--- src/rtl/tdm_demux_pkg.sv ---
// Shared constants and FSM state type for the 1:8 TDM demultiplexer.
// The optional error counter is enabled by TDM_DEMUX_ERR_CNT_EN.
package tdm_demux_pkg;

    localparam int NUM_SLOTS = 8;
    localparam int SLOT_W    = 3;

    localparam logic [SLOT_W-1:0] LAST_SLOT = SLOT_W'(NUM_SLOTS - 1);

    typedef enum logic [0:0] {
        HUNT   = 1'b0,
        ACTIVE = 1'b1
    } state_e;

endpackage

--- src/rtl/tdm_slot_ctr.sv ---
// Slot index counter for the TDM demultiplexer.
// Control priority is clr over load1 over inc.
module tdm_slot_ctr
    import tdm_demux_pkg::*;
(
    input  logic              clk,
    input  logic              rst,
    input  logic              clr,
    input  logic              load1,
    input  logic              inc,
    output logic [SLOT_W-1:0] slot
);

    always_ff @(posedge clk or posedge rst) begin
        if (rst) begin
            slot <= '0;
        end else if (clr) begin
            slot <= '0;
        end else if (load1) begin
            slot <= SLOT_W'(1);
        end else if (inc) begin
            slot <= slot + 1'b1;
        end
    end

endmodule

--- src/rtl/tdm_demux_1x8.sv ---
// 1:8 TDM demultiplexer: collects eight serial slots into a parallel frame.
// Define TDM_DEMUX_ERR_CNT_EN to add the saturating err_cnt output.
module tdm_demux_1x8
    import tdm_demux_pkg::*;
#(
    parameter int W = 1
) (
    input  logic                  clk,
    input  logic                  rst,
    input  logic [W-1:0]          din,
    input  logic                  din_valid,
    input  logic                  frame_sync,
    output logic [NUM_SLOTS*W-1:0] dout,
    output logic                  dout_valid,
    output logic [SLOT_W-1:0]     slot,
    output logic                  frame_err
`ifdef TDM_DEMUX_ERR_CNT_EN
    ,
    output logic [7:0]            err_cnt
`endif
);

    state_e                 state;
    logic [NUM_SLOTS*W-1:0] shadow;
    logic [NUM_SLOTS*W-1:0] frame_nxt;
    logic                   sync_hit;
    logic                   data_hit;
    logic                   abort;
    logic                   last;
    logic                   wr_en;
    logic [SLOT_W-1:0]      wr_idx;

    assign sync_hit = din_valid & frame_sync;
    assign data_hit = din_valid & ~frame_sync & (state == ACTIVE);
    assign abort    = sync_hit & (state == ACTIVE);
    assign last     = data_hit & (slot == LAST_SLOT);
    assign wr_en    = sync_hit | data_hit;
    assign wr_idx   = sync_hit ? '0 : slot;

    // The slot-7 sample bypasses the shadow so dout lands one edge after it.
    always_comb begin
        frame_nxt = shadow;
        frame_nxt[(NUM_SLOTS-1)*W +: W] = din;
    end

    tdm_slot_ctr u_slot_ctr (
        .clk   (clk),
        .rst   (rst),
        .clr   (last),
        .load1 (sync_hit),
        .inc   (data_hit),
        .slot  (slot)
    );

    always_ff @(posedge clk or posedge rst) begin
        if (rst) begin
            state      <= HUNT;
            shadow     <= '0;
            dout       <= '0;
            dout_valid <= 1'b0;
            frame_err  <= 1'b0;
        end else begin
            dout_valid <= last;
            frame_err  <= abort;
            if (last) begin
                dout <= frame_nxt;
            end
            if (sync_hit) begin
                state <= ACTIVE;
            end else if (last) begin
                state <= HUNT;
            end
            for (int k = 0; k < NUM_SLOTS; k++) begin
                if (wr_en && (wr_idx == SLOT_W'(k))) begin
                    shadow[k*W +: W] <= din;
                end
            end
        end
    end

`ifdef TDM_DEMUX_ERR_CNT_EN
    always_ff @(posedge clk or posedge rst) begin
        if (rst) begin
            err_cnt <= '0;
        end else if (frame_err && (err_cnt != 8'hFF)) begin
            err_cnt <= err_cnt + 8'd1;
        end
    end
`endif

endmodule

--- config.mk ---
export PLATFORM = sky130hd
export DESIGN_NAME = tdm_demux_1x8
export DESIGN_NICKNAME = d
export VERILOG_FILES = /design/src/rtl/tdm_demux_pkg.sv /design/src/rtl/tdm_slot_ctr.sv /design/src/rtl/tdm_demux_1x8.sv
export SDC_FILE = /design/constraint.sdc
export NUM_CORES = 1
export LEC_CHECK = 0
export CORE_MARGIN = 3
export CORE_UTILIZATION = 50
export CTS_CLUSTER_SIZE = 30
export DETAILED_ROUTE_END_ITERATION = 6
export PLACE_DENSITY = 0.77
export SYNTH_ARGS = -nofsm -noshare
export SYNTH_HDL_FRONTEND = slang
export SYNTH_SLANG_ARGS = --single-unit
--- constraint.sdc ---
create_clock -name clk -period 1.6 [get_ports clk]
set_input_delay 0.24 -clock clk [delete_from_list [all_inputs] [get_ports clk]]
set_output_delay 0.24 -clock clk [all_outputs]
set_load 0.01 [all_outputs]
==> results_dict.tcl <==
set metrics [dict create \
    status "finished, final reports clean" \
    path_max_fanout 6 \
    syn_to_final_growth_pct 27.77 \
    finalInstanceArea_um2 1226 \
    synth_nets 76 \
    rsz0062_at_grt "yes" \
    port_buffers 17 \
    cts.sinks 21 \
    worstMarginPinSlew_ns 0.2708 \
    grtUsageTotal_pct 15.80 \
    gr-total-overflow 0 \
    p_seq_share_pct 55.0 \
    via_per_inst 5.264 \
    cp_data_required_time_ns 1.36 \
    cp_top_family "buffers and inverters" \
    root_buffer "clkbuf_4" \
    synth_top_area_share_pct 54.76 \
    grt_pass1_wl_um 2953 \
    hold_ws_ns 0.2631 \
    grt_pass1_vias 681 \
    skew_ns 0.0009705 \
    die_h_um 49.81 \
    rows 15 \
    place_area_um2 1202 \
    die_x_um 49.81 \
    worst_ir_drop_vdd_uv 597.3 \
    synth-seq-cells 21 \
    p_leak_nw 0.5923 \
    ys_top_cells_by_area "dfrtp_1 55%, mux2_1 16%, ha_1 2.6%, nand4b_4 2.5%, nand2_1 2.0%" \
    clk_pin_slew_ns 0.11 \
    yosys_warnings 0 \
    fin_crit_ns 1.566 \
    worst-setup-path-type "reg -> out" \
    final_antenna_net_count 0 \
    cts_setup_buffers 0 \
    clk_path_buf_depth 2 \
    first_pass_iters 3 \
    cp_slowest_cell "clkdlybuf4s50_1" \
    antenna_cells 0 \
    p_per_area_nw_per_um2 1022 \
    grtUsageMet3_pct 2.719 \
    syn_area_per_cell_um2 13.91 \
    cp_cell_sequence "clkdlybuf4s50_1" \
    insertion_delay_ns 0.29 \
    drv_slew 0 \
    dp_hpwl_um 1222 \
    gp_congestion 0.6883 \
    vias 637 \
    tritoncts "built" \
    max_freq_mhz 638.6 \
    p_switching_mw 0.3403 \
    yosys.area.top_type "dfrtp_1" \
    ys_seq_area_share_pct 54.76 \
    grt_use_met2_pct 28.41 \
    busiest_layer "met2" \
    drive_gt1_share_pct 18.75 \
    top_level_ports 18 \
    min_path_type "in -> async" \
    cp-end-kind "output port" \
    antenna_found_initial 0 \
    met1_usage_pct 18.15 \
    nNetsFinal 104 \
    p_int_mw 0.9124 \
    fin_util_pct 69.50 \
    htree_num_levels 1 \
    clkPwrFrac_pct 19.9 \
    grt_max_degree 22 \
    cp_data_arrival_time_ns 1.33 \
    coreArea_um2 1764 \
    setup_viol 0 \
    drc 0 \
    slew_headroom_pct 81.69 \
    switching_share_pct 27.16 \
    start_util_pct 54.40 \
    slowest_delay_ns 0.57 \
    die_area_um2 2481 \
    worst-path-buf-inv 1 \
    cap_violations 0 \
    final_hold_viol_count 0 \
    synthCells 69 \
    yosys.cell_types.count 24 \
    synth_area_um2 959.7 \
    period_share_pct 97.87 \
    combPwrFrac_pct 25.0 \
    drt_iter0_markers 2 \
    routedWlPerCell_um 13.75 \
    crit_path_start_kind "register" \
    routed_wl_um 1664 \
    cts_buffers 3 \
]
## layout make-up
class	count	area, µm²
inverters	3	11.26
repair buffers	26	235.2
flip-flops and latches	21	525.5
multi-input cells	42	396.6
fillers	150	538.0
well taps	25	31.28
clock buffers	4	26.28
## cells in the final DEF (no fill, tap or decap), drive strengths merged
cell / synthesis / final
nand2: 5 / 5
nor4b: 2 / 2
a22o: 3 / 3
a21oi: 1 / 1
clkbuf: 0 / 4
dfrtp: 21 / 21
mux2: 15 / 15
clkdlybuf4s50: 0 / 15
and4bb: 2 / 2
and3: 1 / 1
nand4b: 3 / 3
o21ai: 3 / 3
dlygate4sd2: 0 / 2
nand4: 2 / 2
and3b: 1 / 1
nor3b: 1 / 1
or2: 1 / 1
buf: 3 / 9
inv: 3 / 3
ha: 2 / 2
## registers in the layout, indices dropped and copies added, names as in the netlist
name and count:
state 1, shadow 7, dout_valid 1, u_slot_ctr.slot 3, dout 8, frame_err 1
## kinds of logic after synthesis
family	share of synthesized area, %
compound gates	4.954
fa+ha+maj	2.607
buf+inv	3.911
simple gates	15.78
flops	54.76
mux	17.99
## per-layer routing
layer | up-vias | part of all wire (%)
li1 | 307 | -
met1 | 317 | 45
met2 | 11 | 51
met3 | 2 | 2.4
met4 | 0 | 0.90
met5 | - | 0
## power by group through the flow
stage	clock (mW)	sequential (mW)	combinational (mW)
3_3_place_gp	0	0.694	0.310
6_report	0.250	0.690	0.313
3_5_place_dp	0	0.702	0.321
4_1_cts	0.257	0.691	0.318
2_1_floorplan	0	0.711	0.160
5_1_grt	0.281	0.704	0.346
## metrics by stage
stage / TNS, ns / setup WS, ns / total power, mW / cells
detailed placement: -0.4717 / -0.08766 / 1.023 / 117
floorplan: 0 / 0.07675 / 0.8711 / 69
global placement: -0.3699 / -0.06870 / 1.004 / 117
CTS: 0 / 0.02415 / 1.267 / 121
finish: 0 / 0.03402 / 1.253 / 121
global route: -0.1912 / -0.02945 / 1.332 / 121
## synth_stat cells, drive strengths merged
| master | instances |
|---|---|
| a22o | 3 |
| and3b | 1 |
| and4bb | 2 |
| and3 | 1 |
| mux2 | 15 |
| nand2 | 5 |
| nand4b | 3 |
| or2 | 1 |
| buf | 3 |
| inv | 3 |
| ha | 2 |
| nand4 | 2 |
| a21oi | 1 |
| o21ai | 3 |
| nor3b | 1 |
| dfrtp | 21 |
| nor4b | 2 |
## worst paths after layout
path | depth (start not counted) | endpoint | slack [ns] | startpoint
min in group clk | 1 | dout[7] | 0.50 | dout[7]
hold / removal | 3 | dout_valid | 0.26 | rst
max in group asynchronous | 3 | u_slot_ctr.slot[2] | 1.13 | rst
setup / recovery | 1 | slot[2] | 0.03 | u_slot_ctr.slot[2]
hold reg to reg | 1 | dout[7] | 0.50 | dout[7]
setup reg to reg | 4 | dout[3] | 0.07 | u_slot_ctr.slot[0]
## repair_timing
item | in CTS | in global routing
endpoints found under the setup margin | 2 | 9
hold buffers | 0 | 0
gates resized for setup | 2 | 0
(Power assumes the default switching activity.)
